**config.mk**
```make
export PLATFORM = sky130hd
export DESIGN_NAME = mem_dump_engine
export DESIGN_NICKNAME = d
export VERILOG_FILES = /design/src/rtl/mem_dump_pkg.sv /design/src/rtl/mem_dump_engine.sv
export SDC_FILE = /design/constraint.sdc
export NUM_CORES = 1
export LEC_CHECK = 0
export BUFFER_PORTS_ARGS = -buffer_cell sky130_fd_sc_hd__buf_2
export CORE_MARGIN = 1
export CORE_UTILIZATION = 40
export DETAILED_ROUTE_END_ITERATION = 16
export SYNTH_ARGS = -nofsm -noshare
export SYNTH_HDL_FRONTEND = slang
export SYNTH_SLANG_ARGS = --single-unit
```
**constraint.sdc**
```tcl
create_clock -name clk -period 6.9 [get_ports clk]
set_input_delay 0.69 -clock clk [delete_from_list [all_inputs] [get_ports clk]]
set_output_delay 0.69 -clock clk [all_outputs]
set_load 0.01 [all_outputs]
```
**src/rtl/mem_dump_pkg.sv**
```systemverilog
// rtl/mem_dump_pkg.sv - shared state encoding and default widths for the memory dump engine
package mem_dump_pkg;

  localparam int DUMP_DATA_W = 32;
  localparam int DUMP_ADDR_W = 10;

  typedef enum logic [2:0] {
    IDLE = 3'd0,
    RD   = 3'd1,
    CAP  = 3'd2,
    OUT  = 3'd3,
    FIN  = 3'd4
  } dump_state_t;

endpackage

```
**src/rtl/mem_dump_engine.sv**
```systemverilog
// rtl/mem_dump_engine.sv - streams a memory window out over valid/ready, one tagged word at a time
// Optional running checksum port and accumulator: MEM_DUMP_CHECKSUM_EN
module mem_dump_engine
  import mem_dump_pkg::*;
#(
  parameter int DATA_W = DUMP_DATA_W,
  parameter int ADDR_W = DUMP_ADDR_W,
  parameter int CNT_W  = ADDR_W + 1
) (
  input  logic              clk,
  input  logic              rst,
  input  logic              start,
  input  logic [ADDR_W-1:0] base_addr,
  input  logic [CNT_W-1:0]  count,
  output logic              busy,
  output logic              done,
  output logic              mem_rd_en,
  output logic [ADDR_W-1:0] mem_addr,
  input  logic [DATA_W-1:0] mem_rd_data,
`ifdef MEM_DUMP_CHECKSUM_EN
  output logic [DATA_W-1:0] checksum,
`endif
  output logic              out_valid,
  input  logic              out_ready,
  output logic [ADDR_W-1:0] out_addr,
  output logic [DATA_W-1:0] out_data
);

  dump_state_t       state;
  logic [ADDR_W-1:0] cur_addr;
  logic [CNT_W-1:0]  remaining;
  logic [ADDR_W-1:0] next_addr;

  // address arithmetic wraps naturally at 2^ADDR_W
  assign next_addr = cur_addr + 1'b1;

  always_ff @(posedge clk or negedge rst) begin
    if (!rst) begin
      state     <= IDLE;
      cur_addr  <= '0;
      remaining <= '0;
      busy      <= 1'b0;
      done      <= 1'b0;
      mem_rd_en <= 1'b0;
      mem_addr  <= '0;
      out_valid <= 1'b0;
      out_addr  <= '0;
      out_data  <= '0;
`ifdef MEM_DUMP_CHECKSUM_EN
      checksum  <= '0;
`endif
    end else begin
      done      <= 1'b0;
      mem_rd_en <= 1'b0;
      case (state)
        IDLE: begin
          if (start) begin
            cur_addr  <= base_addr;
            remaining <= count;
            busy      <= 1'b1;
`ifdef MEM_DUMP_CHECKSUM_EN
            checksum  <= '0;
`endif
            if (count == '0) begin
              state <= FIN;
              done  <= 1'b1;
            end else begin
              state     <= RD;
              mem_rd_en <= 1'b1;
              mem_addr  <= base_addr;
            end
          end
        end
        RD: begin
          state <= CAP;
        end
        CAP: begin
          out_data  <= mem_rd_data;
          out_addr  <= cur_addr;
          out_valid <= 1'b1;
          state     <= OUT;
        end
        OUT: begin
          if (out_ready) begin
            out_valid <= 1'b0;
            remaining <= remaining - 1'b1;
            cur_addr  <= next_addr;
`ifdef MEM_DUMP_CHECKSUM_EN
            checksum  <= checksum + out_data;
`endif
            if (remaining == CNT_W'(1)) begin
              state <= FIN;
              done  <= 1'b1;
            end else begin
              // issue the next read straight away so RD is entered with the strobe up
              state     <= RD;
              mem_rd_en <= 1'b1;
              mem_addr  <= next_addr;
            end
          end
        end
        FIN: begin
          busy  <= 1'b0;
          state <= IDLE;
        end
        default: begin
          busy  <= 1'b0;
          state <= IDLE;
        end
      endcase
    end
  end

endmodule

```
After elaboration in Yosys (flattened, before gate mapping)
Index checks and enable logic that the tools add are counted.
{"block": "classes", "add_sub_neg": 2, "eq_ne": 8, "n_mux": 30, "n_bitwise": 1, "n_reduce_logical": 10}
{"op": "10-bit 2-to-1 mux", "n": 6}
{"op": "10-bit case mux with 2 select lines", "n": 2}
{"op": "11-bit 2-to-1 mux", "n": 2}
{"op": "11-bit case mux with 2 select lines", "n": 1}
{"op": "3-bit 2-to-1 mux", "n": 4}
{"op": "3-bit case mux with 4 select lines", "n": 1}
{"op": "11-bit by 1-bit equality test with 1-bit output (second input constant)", "n": 1}
{"op": "11-bit logical NOT", "n": 1}
{"op": "11-bit by 1-bit subtractor with 11-bit output (second input constant)", "n": 1}
{"op": "10-bit by 1-bit adder with 10-bit output (second input constant)", "n": 1}
{"op": "1-bit 2-to-1 mux", "n": 10}
{"op": "2-bit inequality test (second input constant)", "n": 4}
{"op": "1-bit case mux with 2 select lines", "n": 4}
{"op": "3-bit by 2-bit equality test with 1-bit output (second input constant)", "n": 2}
{"op": "2-bit AND reduction", "n": 3}
{"op": "5-bit AND reduction", "n": 1}
{"op": "2-bit nonzero test", "n": 2}
{"op": "3-bit by 1-bit equality test with 1-bit output (second input constant)", "n": 1}
{"op": "3-bit logical NOT", "n": 1}
{"op": "3-bit AND reduction", "n": 1}
{"op": "3-bit OR reduction", "n": 1}
{"op": "1-bit inverter", "n": 1}
{"block": "totals", "ff_bits": 80, "inputBits": 57, "output_inout_bits": 56, "elab_cells": 61}

Longest topological paths before layout
Gate-level depths: netlist (run 1).
{"block": "logic_depth", "word_depth": 4, "mapped_depth": 7, "depth_no_buf": 6}

Worst setup path before layout (run 1)
OpenSTA, ideal clock, no wires.
{"block": "synth_timing", "path_kind": "reg-to-reg", "from": "register remaining[1]", "to": "register mem_addr[0]", "setup_ns": 0.125, "t_arrival_ns": 2.255, "t_required_ns": 6.775, "slack_ns": 4.520, "stages_incl_launch_ff": 8, "path_buffers": 1, "period_less_slack_ns": 2.380, "path_cell_list": "dfrtp_1 inv_1 ha_1 or4b_1 or4b_4 a32oi_2 buf_6 mux2_2"}
{"block": "synth_between", "elab_chain_len": 3}
{"element": "start: declaration", "line": "mem_dump_engine.sv:31", "rtl": "logic [CNT_W-1:0] remaining;"}
{"element": "start signal: assignment", "line": "mem_dump_engine.sv:59", "rtl": "remaining <= count;"}
{"element": "start signal: assignment", "line": "mem_dump_engine.sv:86", "rtl": "remaining <= remaining - 1'b1;"}
{"element": "11-bit by 1-bit equality test with 1-bit output", "line": "mem_dump_engine.sv:91", "rtl": "if (remaining == CNT_W'(1)) begin"}
{"element": "2-bit inequality test (no line)"}
{"element": "5-bit AND reduction (no line)"}
{"element": "end signal: assignment", "line": "mem_dump_engine.sv:70", "rtl": "mem_addr <= base_addr;"}
{"element": "end signal: assignment", "line": "mem_dump_engine.sv:98", "rtl": "mem_addr <= next_addr;"}
{"element": "end: declaration", "line": "mem_dump_engine.sv:18", "rtl": "output logic [ADDR_W-1:0] mem_addr,"}
No other way between the ends.
A chain may end at the register's enable or synchronous reset.

Worst setup path in the final report (run 1)
{"block": "layout_timing", "from": "register remaining[1]", "to": "register mem_addr[7]"}
The elaborated chain is that of the path after synthesis.

==> summary.txt, run 1 <==
Setup path
  • Max incr delay on CP: roughly 0.65 ns
  • Critical Path Start: remaining[1]$_DFFE_PN0P_
  • CP Cell Sequence: inv_1, ha_1, or4b_1, or4b_4, a32oi_2, mux2_2
  • CP Capture Type: register
  • Flop2flop setup slack: between 4 and 5 ns
  • Kind of start point of the critical path: register
  • Reg-to-Reg Start: remaining[1]$_DFFE_PN0P_
  • Arrival @ worst endpoint: 3.01 ns
  • CP max-delay cell: a32oi_2
  • WP data required: roughly 7 ns
  • FF-to-FF End: mem_addr[7]$_DFFE_PN0P_
  • Critical path class: register to register
  • Worst r2r path cells: 6
  • Worst setup endpoint: mem_addr[7]$_DFFE_PN0P_
  • Worst-path fanout max: 11

Placed design
  • Placed instance area: 0.00424 mm²
  • Dpl cells: 500
  • Hpwl dp: 5.45 mm
  • GP Congestion: 0.802
  • PortBufs: 112

Timing
  • Worst relative slew slack: 29.6%
  • FMAX: approximately 360 MHz
  • Final Hold Fails: 0
  • Final slew viol count: 0
  • RSZ-0062 raised after global routing: false
  • Final setup fails: 0
  • Clock Skew: ~0.015 ns
  • Pin slew with the least headroom to its limit: 1.06 ns
  • Setup TNS Final: 0 ns
  • Final cycle utilization of the critical path: between 40% and 50%
  • Crit path time final: approximately 2.8 ns

Logic synthesis
  • Seq/Total Area, Yosys: a little under three fifths
  • Syn Area/Cell: between 10 and 15 µm²
  • Syn. warnings: 0
  • Top cells by area, synth: dfrtp_1 55%, mux2_2 18%, o21ai_0 3.5%
  • Mapped Cells: just under 300
  • Ys flop type: dfrtp_1
  • Fraction of registers with async set/reset: between 90% and 100%
  • Yosys top cell by area: dfrtp_1
  • Yosys reg bits: 80
  • Post-synth EDFFs: 0
  • Distinct cells, synth: between 40 and 50
  • Area share of the leading cell type in the synthesized netlist: 55.3%
  • Synth Net Count: 355
  • Mapped cell area: 0.00362 mm²

Floorplanning
  • Rows: 34
  • Full die area: around 0.0094 mm²
  • Starting density of the core: slightly above 40%
  • IO Count: around 110
  • Die Width: 97.1 µm
  • Core box area: 0.00872 mm²
  • Die height: 97.1 µm

Clock network
  • # resized after CTS: 0
  • Clock net sink count: 80
  • TritonCTS Buffers: 9
  • CTS HTree Levels: 3
  • Worst skew pair latency: 0.35 ns
  • Hold buffer count at CTS: 0
  • Longest Clk Path Bufs: 2
  • CTS tree: done
  • Clk pin slew, worst setup/hold paths: about 0.080 ns
  • # Post-CTS Setup Buffers: 0
  • Root buffer cell: clkbuf_8

Global routing
  • Number of global-route vias before repair: between 2,000 and 3,000
  • Total grt overflow: 0
  • Global-route wire length before repair: roughly 13 mm
  • Initial antenna violation count: 0
  • Gr usage total: approximately 17%
  • Pin count of the biggest net entering global routing: between 80 and 90

Detailed routing
  • DRT iter0 DRCs: 60
  • Wirelength per Cell: 15.2 µm
  • Met1 wire length: 3.58 mm
  • # DRC: 0
  • Top layer reached by signal wires: met4
  • First-pass DRT Iterations: 4
  • Met2 WL: 3.80 mm
  • Avg Vias per Cell: between 5 and 6
  • Routed wl met3: approximately 310 µm
  • Vias: between 2,000 and 3,000
  • DRT antenna net count: 0
  • WL final: slightly below 8 mm

Worst hold path
  • Worst Hold Class: register to register

Power
  • Power Total: 2.12 mW
  • Clock power frac: 14.7%
  • Internal power: ~1.3 mW
  • Logic pwr share: 44.3%
  • Switch Pwr: approximately 0.8 mW
  • Sw Ratio: a little under two fifths
  • Reg power frac: 41.0%
  • Worst VDD drop: 0.241 mV
  • Power Density: a little under 500 mW/mm²
  • Leak: a little under 2 nW

Finish
  • Multi-input gate area: ~0.0015 mm²
  • Fin nets: between 400 and 500
  • Finished Layout Cells: 516
  • Storage cell area: between 0.002 and 0.0025 mm²
  • ANT cells: 0
  • Most common cell after layout, fill and taps aside: buf_2
  • Layout cells sized above 1: between 40 and 50%
  • Most frequent cells in the layout: 111 x buf_2, 80 x dfrtp_1, 59 x mux2_2
  • Fin area: roughly 0.0044 mm²
  • Layout area overhead: 22.0%
  • Fill cells: 795

Run
  • Max cap viols: 0

Outcome
  • Status: finished, final reports clean
## worst min-delay path by stage
stage                                from                    end  cells past startpoint
global route        out_valid$_DFFE_PN0P_  out_valid$_DFFE_PN0P_                      1
CTS                 out_valid$_DFFE_PN0P_  out_valid$_DFFE_PN0P_                      1
global placement    out_valid$_DFFE_PN0P_  out_valid$_DFFE_PN0P_                      1
detailed placement  out_valid$_DFFE_PN0P_  out_valid$_DFFE_PN0P_                      1
finish              out_valid$_DFFE_PN0P_  out_valid$_DFFE_PN0P_                      1
floorplan                             rst       busy$_DFFE_PN0P_                      0
## per-layer routing
layer  track usage [%]  up-vias
met1              22.9     1297
met4              7.12        0
met2              28.1       78
met3              3.02       14
li1                  -     1295
met5                 0        -
## synthesized netlist by cell type, types with 4 or more instances
cell       instances
a2bb2oi_1          4
nor2_1            13
o21ai_0           25
dfrtp_1           80
inv_1              7
mux2_2            59
a21oi_1            7
or3_2              4
nor3b_1            4
nor4_1             4
nand3_1           11
nand2_1           15
a31oi_1            7
clkbuf_1          10
## metrics by stage
step	hold WS [ns]	setup WS (ns)	util (%)
3_3_place_gp	0.455	4.14	48.6
2_1_floorplan	0.394	4.52	-
4_1_cts	0.480	4.08	50.6
5_1_grt	0.491	3.95	50.6
3_5_place_dp	0.461	4.09	48.6
6_report	0.479	4.11	50.6
## layout make-up
cell class              count  share of cell area, %
multi-input cells         192                   34.0
clock inverters             7                   1.22
well taps                 108                   3.06
flip-flops and latches     80                   45.4
inverters                   7                  0.595
repair buffers            113                   12.9
clock buffers               9                   2.81
## state kept, by name, summed over array words and instances, names as in the netlist
name / cells
out_data: 32
remaining: 11
cur_addr: 10
mem_addr: 10
out_addr: 10
state: 3
busy: 1
done: 1
mem_rd_en: 1
out_valid: 1
## power groups by stage
stage	Clock (mW)	Combinational [mW]	Sequential, mW
6_report	0.312	0.941	0.869
5_1_grt	0.343	1.04	0.907
4_1_cts	0.324	0.955	0.872
3_5_place_dp	0	0.954	0.880
3_3_place_gp	0	0.942	0.871
2_1_floorplan	0	0.600	0.927
## critical path, delay by kind of cell, from the launching register on
family,cells,cell delay [ns]
AO/OA/AOI/OAI,1,0.65
AND/OR/NAND/NOR,2,0.98
adder cells (fa/ha/maj),1,0.15
multiplexers,1,0.41
flip-flops,1,0.39
buffers and inverters,1,0.09
## logic make-up after synthesis
kind of cell	count (synthesis)	synth area share [%]
multiplexers	61	18.9
adder cells (fa/ha/maj)	3	1.04
AO/OA/AOI/OAI	58	10.1
flip-flops	80	55.3
XOR/XNOR	3	0.727
buffers and inverters	23	3.36
AND/OR/NAND/NOR	67	10.5
Power figures use the tool's default switching activity.
==> inputs of run 2 (changes only) <==
==> constraint.sdc (replaced) <==
create_clock -name clk -period 2.57 [get_ports clk]
set_input_delay 0.257 -clock clk [delete_from_list [all_inputs] [get_ports clk]]
set_output_delay 0.257 -clock clk [all_outputs]
set_load 0.01 [all_outputs]
==> run 2 against run 1 <==
Combinational power grew to 2.8 times the previous value; clock-buffer cell count grew 1; sequential cell count is the same; final cell count grew 1.4%; non-clock buffer count grew 8; core utilization grew 1.6 points; cell area grew 3.2%; sequential share of layout area shrank 1.4 points; maximum frequency grew 11%; critical path depth grew 1; worst hold slack lost 0.35 ns; first-iteration DRC count grew 23%; critical endpoint is now mem_addr[6]$_DFFE_PN0P_; highest routed layer unchanged.
==> summary.txt, run 2 (same netlist as run 1, synthesis figures left out) <==
Outcome
  • Status: finished, final reports clean (unchanged)

Finish
  • Final Util: 52.2% (was 50.6%)
  • ANT cells: 0 (unchanged)
  • Finished Layout Cells: 523 (was 516)
  • Multi-input gate area: 0.00151 mm² (was 0.00150 mm²)
  • Storage cell area: 0.00200 mm² (unchanged)
  • Most frequent cells in the layout: 111 x buf_2, 80 x dfrtp_1, 59 x mux2_2 (unchanged)
  • Most common cell after layout, fill and taps aside: buf_2 (unchanged)
  • Reg with most FFs: out_data (unchanged)
  • Layout cells sized above 1: 49.9% (was 49.3%)
  • Fin nets: 471 (was 463)
  • Fill cells: 802 (was 795)
  • Biggest regs: out_data x32, remaining x11 (unchanged)
  • Layout area overhead: 25.9% (was 22.0%)
  • Max reg flops: 32 (unchanged)

Clock network
  • CTS HTree Levels: 3 (unchanged)
  • CTS tree: done (unchanged)
  • Clock net sink count: 80 (unchanged)
  • Worst skew pair latency: 0.35 ns (about the same)
  • Clk pin slew, worst setup/hold paths: 0.09 ns (was 0.08 ns)
  • TritonCTS Buffers: 9 (unchanged)
  • Root buffer cell: clkbuf_8 (unchanged)
  • Longest Clk Path Bufs: 2 (unchanged)

Detailed routing
  • Avg Vias per Cell: 5.32 (was 5.20)
  • DRT iter0 DRCs: 74 (was 60)
  • Vias: 2,784 (was 2,684)
  • Wirelength per Cell: 16.0 µm (was 15.2 µm)
  • DRT antenna net count: 0 (unchanged)
  • First-pass DRT Iterations: 4 (unchanged)
  • WL final: 8.37 mm (was 7.83 mm)
  • # DRC: 0 (unchanged)

Timing
  • Hold_ws: 0.133 ns (was 0.479 ns)
  • Setup TNS Final: 0 ns (unchanged)
  • FMAX: 398 MHz (was 359 MHz)
  • Final Hold Fails: 0 (unchanged)
  • RSZ-0062 raised after global routing: false (unchanged)
  • Pin slew with the least headroom to its limit: 0.560 ns (was 1.06 ns)
  • Final cycle utilization of the critical path: 97.8% (was 40.4%)
  • Final setup fails: 0 (unchanged)
  • Final slew viol count: 0 (unchanged)
  • Clock Skew: 0.0112 ns (was 0.0150 ns)
  • Crit path time final: 2.51 ns (was 2.79 ns)
  • Worst relative slew slack: 62.5% (was 29.6%)

Setup path
  • Arrival @ worst endpoint: 2.74 ns (was 3.01 ns)
  • Crit-path leading delay family: simple AND/OR/NAND/NOR gates (unchanged)
  • Worst path bufs/invs: 2 (was 1)
  • Kind of start point of the critical path: register (unchanged)
  • Reg-to-Reg Start: remaining[1]$_DFFE_PN0P_ (unchanged)
  • Worst r2r path cells: 7 (was 6)
  • WP data required: 2.79 ns (was 7.12 ns)
  • CP max-delay cell: or4b_4 (was a32oi_2)
  • Max incr delay on CP: 0.57 ns (was 0.65 ns)
  • Worst-path fanout max: 11 (unchanged)
  • CP Capture Type: register (unchanged)
  • Flop2flop setup slack: 0.06 ns (was 4.11 ns)
  • CP Cell Sequence: inv_1, ha_1, or4b_1, or4b_4, a32oi_4, buf_12, mux2_2 (was inv_1, ha_1, or4b_1, or4b_4, a32oi_2, mux2_2)
  • FF-to-FF End: mem_addr[6]$_DFFE_PN0P_ (was mem_addr[7]$_DFFE_PN0P_)
  • Critical path class: register to register (unchanged)

Power
  • Worst VDD drop: 0.610 mV (was 0.241 mV)
  • Power Density: 1320 mW/mm² (was 481 mW/mm²)
  • Leak: 2.06 nW (was 1.99 nW)
  • Clock power frac: 17.1% (was 14.7%)
  • Switch Pwr: 2.23 mW (was 0.815 mW)
  • Internal power: 3.79 mW (was 1.31 mW)
  • Reg power frac: 38.9% (was 41.0%)
  • Logic pwr share: 44.0% (was 44.3%)
  • Sw Ratio: 37.0% (was 38.4%)

Global routing
  • Gr usage total: 18.1% (was 17.3%)
  • Pin count of the biggest net entering global routing: 81 (unchanged)
  • Number of global-route vias before repair: 2,660 (was 2,670)
  • Total grt overflow: 0 (unchanged)
  • Initial antenna violation count: 0 (unchanged)
  • Global-route wire length before repair: 13.4 mm (was 13.0 mm)

Floorplanning
  • Rows: 34 (unchanged)
  • Full die area: 0.00943 mm² (unchanged)
  • Starting density of the core: 41.5% (unchanged)
  • Core box area: 0.00872 mm² (unchanged)
  • Die Width: 97.1 µm (unchanged)
  • Die height: 97.1 µm (unchanged)
  • IO Count: 113 (unchanged)

Worst hold path
  • Worst hold endpoint: out_data[9]$_DFFE_PN0P_ (was out_valid$_DFFE_PN0P_)
  • Hold path start: mem_rd_data[9] (was out_valid$_DFFE_PN0P_)
  • Worst Hold Class: primary input to register (was register to register)
  • Hold-critical path depth: 2 (was 1)

Placed design
  • Hpwl dp: 5.78 mm (was 5.45 mm)
  • Dpl cells: 506 (was 500)
  • PortBufs: 112 (unchanged)
  • GP Congestion: 0.786 (was 0.802)

Run
  • Max cap viols: 0 (unchanged)
run 2: per-stage QoR:
step           total power, mW  setup WS [ns]  cell area [µm²]
3_3_place_gp              4.94          0.125             4310
5_1_grt                   6.45        0.00163             4550
3_5_place_dp              5.03         0.0662             4310
4_1_cts                   6.06         0.0492             4540
6_report                  6.03         0.0567             4550
2_1_floorplan             4.10          0.190             3620
run 2: timing repair:
action,CTS,global route
hold buffers,1,0
gates resized for setup,0,1
endpoints found under the setup margin,0,3
buffers inserted,0,1
hold endpoints to repair,80,0
run 2: final cells by class:
cell class,count,share of cell area [%]
Clock buffer,10,3.02
Timing Repair Buffer,121,14.5
Clock inverter,5,1.79
Inverter,7,0.577
Tap cell,108,2.97
Sequential cell,80,44.0
Multi-Input combinational cell,192,33.2
run 2: how the worst max path moves through the flow:
| stage | start | endpoint | slack [ns] | cells past startpoint |
|---|---|---|---|---|
| after floorplan | remaining[1]$_DFFE_PN0P_ | mem_addr[0]$_DFFE_PN0P_ | 0.19 | 7 |
| after global placement | remaining[1]$_DFFE_PN0P_ | mem_addr[4]$_DFFE_PN0P_ | 0.12 | 7 |
| after detailed placement | remaining[1]$_DFFE_PN0P_ | mem_addr[6]$_DFFE_PN0P_ | 0.07 | 7 |
| after CTS | remaining[1]$_DFFE_PN0P_ | mem_addr[6]$_DFFE_PN0P_ | 0.05 | 7 |
| after global routing | remaining[1]$_DFFE_PN0P_ | mem_addr[6]$_DFFE_PN0P_ | 0.002 | 7 |
| final | remaining[1]$_DFFE_PN0P_ | mem_addr[6]$_DFFE_PN0P_ | 0.06 | 7 |
run 2: worst reg2reg max path, cell delays in order (launching register included):
cell and delay, ns:
dfrtp_1 0.40, inv_1 0.10, ha_1 0.14, or4b_1 0.42, or4b_4 0.57, a32oi_4 0.26, buf_12 0.17, mux2_2 0.34
run 2: power groups by stage:
stage | Sequential [mW] | Combinational (mW) | Clock [mW]
after global placement | 2.34 | 2.60 | 0
after global routing | 2.45 | 2.90 | 1.10
after detailed placement | 2.37 | 2.66 | 0
final | 2.34 | 2.65 | 1.03
after CTS | 2.35 | 2.66 | 1.05
after floorplan | 2.49 | 1.61 | 0
run 2: layer usage:
layer	track usage, %	part of all wire, %
met1	23.9	44
met3	3.24	3.9
met5	0	0
met2	29.7	51
met4	6.43	1.4
==> inputs of run 3 (changes only) <==
--- a/config.mk
+++ b/config.mk
@@ -9,6 +9,7 @@
 export CORE_MARGIN = 1
 export CORE_UTILIZATION = 40
 export DETAILED_ROUTE_END_ITERATION = 16
+export PLACE_DENSITY = 0.74
 export SYNTH_ARGS = -nofsm -noshare
 export SYNTH_HDL_FRONTEND = slang
 export SYNTH_SLANG_ARGS = --single-unit
==> run 3 against run 2 <==
Sequential share of layout area increased by 0.76 points; clock skew decreased by 0.0042 ns; register-to-register slack about the same; wire length shrank 3.2%; sequential cell count unchanged; maximum frequency is essentially flat; global-route usage shrank 0.50 points; critical path type unchanged; critical endpoint is now mem_addr[2]$_DFFE_PN0P_; largest cell class unchanged; largest power group unchanged.
==> summary.txt, run 3 (same netlist as run 1, synthesis figures left out) <==
Detailed routing
  • First-pass DRT Iterations: 4 (unchanged)
  • DRT iter0 DRCs: 168 (was 74)
  • WL final: 8.10 mm (was 8.37 mm)
  • Wirelength per Cell: 15.5 µm (was 16.0 µm)
  • Vias: 2,787 (was 2,784)
  • # DRC: 0 (unchanged)
  • DRT antenna net count: 0 (unchanged)
  • Avg Vias per Cell: 5.35 (was 5.32)

Clock network
  • Clk pin slew, worst setup/hold paths: 0.08 ns (was 0.09 ns)
  • Clock net sink count: 80 (unchanged)
  • Longest Clk Path Bufs: 2 (unchanged)
  • Worst skew pair latency: 0.34 ns (was 0.35 ns)
  • CTS HTree Levels: 3 (unchanged)
  • Hold buffer count at CTS: 0 (was 1)
  • TritonCTS Buffers: 9 (unchanged)
  • Root buffer cell: clkbuf_8 (unchanged)
  • CTS tree: done (unchanged)

Placed design
  • PortBufs: 112 (unchanged)
  • Hpwl dp: 5.68 mm (was 5.78 mm)
  • Dpl cells: 504 (was 506)
  • Pre-CTS WS: 0.0582 ns (was 0.0662 ns)
  • GP Congestion: 0.836 (was 0.786)

Setup path
  • Critical path class: register to register (unchanged)
  • Reg-to-Reg Start: remaining[1]$_DFFE_PN0P_ (unchanged)
  • CP Cell Sequence: inv_2, ha_1, or4b_4, or4b_4, a32oi_4, clkbuf_16, mux2_2 (was inv_1, ha_1, or4b_1, or4b_4, a32oi_4, buf_12, mux2_2)
  • CP max-delay cell: or4b_4 (unchanged)
  • CP Capture Type: register (unchanged)
  • Worst-path fanout max: 5 (was 11)
  • Kind of start point of the critical path: register (unchanged)
  • Worst path bufs/invs: 2 (unchanged)
  • Crit-path leading delay family: simple AND/OR/NAND/NOR gates (unchanged)
  • CP most frequent cell: or4b_4
  • Flop2flop setup slack: 0.06 ns (about the same)
  • Arrival @ worst endpoint: 2.74 ns (about the same)
  • Max incr delay on CP: 0.54 ns (was 0.57 ns)
  • Critical Path Start: remaining[1]$_DFFE_PN0P_ (unchanged)
  • WP data required: 2.80 ns (was 2.79 ns)

Timing
  • Worst relative slew slack: 32.6% (was 62.5%)
  • Hold_ws: 0.0868 ns (was 0.133 ns)
  • Final cycle utilization of the critical path: 97.8% (about the same)
  • Final WS setup: 0.0565 ns (was 0.0567 ns)
  • Pin slew with the least headroom to its limit: 1.01 ns (was 0.560 ns)
  • FMAX: 398 MHz (about the same)
  • Setup TNS Final: 0 ns (unchanged)
  • Crit path time final: 2.51 ns (about the same)
  • Final setup fails: 0 (unchanged)
  • Clock Skew: 0.00706 ns (was 0.0112 ns)
  • Final Hold Fails: 0 (unchanged)
  • Final slew viol count: 0 (unchanged)

Finish
  • Finished Layout Cells: 521 (was 523)
  • Fill cells: 770 (was 802)
  • Biggest regs: out_data x32, remaining x11 (unchanged)
  • Layout cells sized above 1: 49.6% (was 49.9%)
  • Reg with most FFs: out_data (unchanged)
  • Most common cell after layout, fill and taps aside: buf_2 (unchanged)
  • Max reg flops: 32 (unchanged)
  • Multi-input gate area: 0.00151 mm² (unchanged)
  • Storage cell area: 0.00200 mm² (unchanged)
  • Fin nets: 469 (was 471)
  • Layout area overhead: 23.8% (was 25.9%)
  • Most frequent cells in the layout: 111 x buf_2, 80 x dfrtp_1, 59 x mux2_2 (unchanged)
  • ANT cells: 0 (unchanged)

Floorplanning
  • Die height: 97.1 µm (unchanged)
  • Starting density of the core: 41.5% (unchanged)
  • Full die area: 0.00943 mm² (unchanged)
  • IO Count: 113 (unchanged)
  • Die Width: 97.1 µm (unchanged)
  • Rows: 34 (unchanged)
  • Core box area: 0.00872 mm² (unchanged)

Global routing
  • Pin count of the biggest net entering global routing: 81 (unchanged)
  • Global-route wire length before repair: 13.0 mm (was 13.4 mm)
  • Number of global-route vias before repair: 2,689 (was 2,660)
  • Total grt overflow: 0 (unchanged)
  • Gr usage total: 17.5% (was 18.1%)
  • Initial antenna violation count: 0 (unchanged)

Worst hold path
  • Worst Hold Class: primary input to asynchronous set/reset pin (was primary input to register)

Power
  • Power Density: 1290 mW/mm² (was 1320 mW/mm²)
  • Power Total: 5.80 mW (was 6.03 mW)
  • Leak: 2.03 nW (was 2.06 nW)
  • Worst VDD drop: 0.566 mV (was 0.610 mV)

Run
  • Max cap viols: 0 (unchanged)

Outcome
  • Status: finished, final reports clean (unchanged)
[run 3: timing repair]
| item | CTS | global route |
|---|---|---|
| hold endpoints to repair | 0 | 0 |
| resized for setup | 0 | 3 |
| buffers inserted | 0 | 1 |
| endpoints found under the setup margin | 0 | 9 |
[run 3: routing by layer]
layer / global-route usage (%) / share of wire, % / vias to the layer above / wire [µm]
met5: 0 / 0 / - / 0
met4: 7.35 / 1.8 / 0 / 142
met3: 3.88 / 4.9 / 11 / 395
met2: 28.4 / 50 / 80 / 4090
met1: 22.8 / 43 / 1390 / 3480
li1: - / - / 1306 / -
[run 3: power breakdown]
| group | switching [mW] | internal (mW) | total, mW |
|---|---|---|---|
| Combinational | 1.30 | 1.36 | 2.66 |
| Clock | 0.432 | 0.341 | 0.773 |
| Sequential | 0.478 | 1.89 | 2.37 |
[run 3: path summary, 6_finish.rpt]
kind / cells past startpoint / endpoint
worst min-delay path: 1 / remaining[7]$_DFFE_PN0P_
max in group asynchronous: 1 / out_data[13]$_DFFE_PN0P_
worst max-delay path: 7 / mem_addr[2]$_DFFE_PN0P_
min in group clk: 2 / out_data[28]$_DFFE_PN0P_
worst max register to register: 7 / mem_addr[2]$_DFFE_PN0P_
worst min register to register: 1 / out_addr[8]$_DFFE_PN0P_
[run 3: area by class of cell]
type	count	area share [%]
Clock inverter	4	0.503
Sequential cell	80	44.7
Tap cell	108	3.02
Timing Repair Buffer	119	14.4
Inverter	7	0.587
Multi-Input combinational cell	192	33.8
Clock buffer	11	2.93
[run 3: metrics by stage]
| step | utilization, % | instance area (µm²) |
|---|---|---|
| 3_5_place_dp | 49.0 | 4280 |
| 5_1_grt | 51.3 | 4480 |
| 4_1_cts | 50.8 | 4430 |
| 3_3_place_gp | 49.0 | 4280 |
| 6_report | 51.3 | 4480 |
| 2_1_floorplan | - | 3620 |
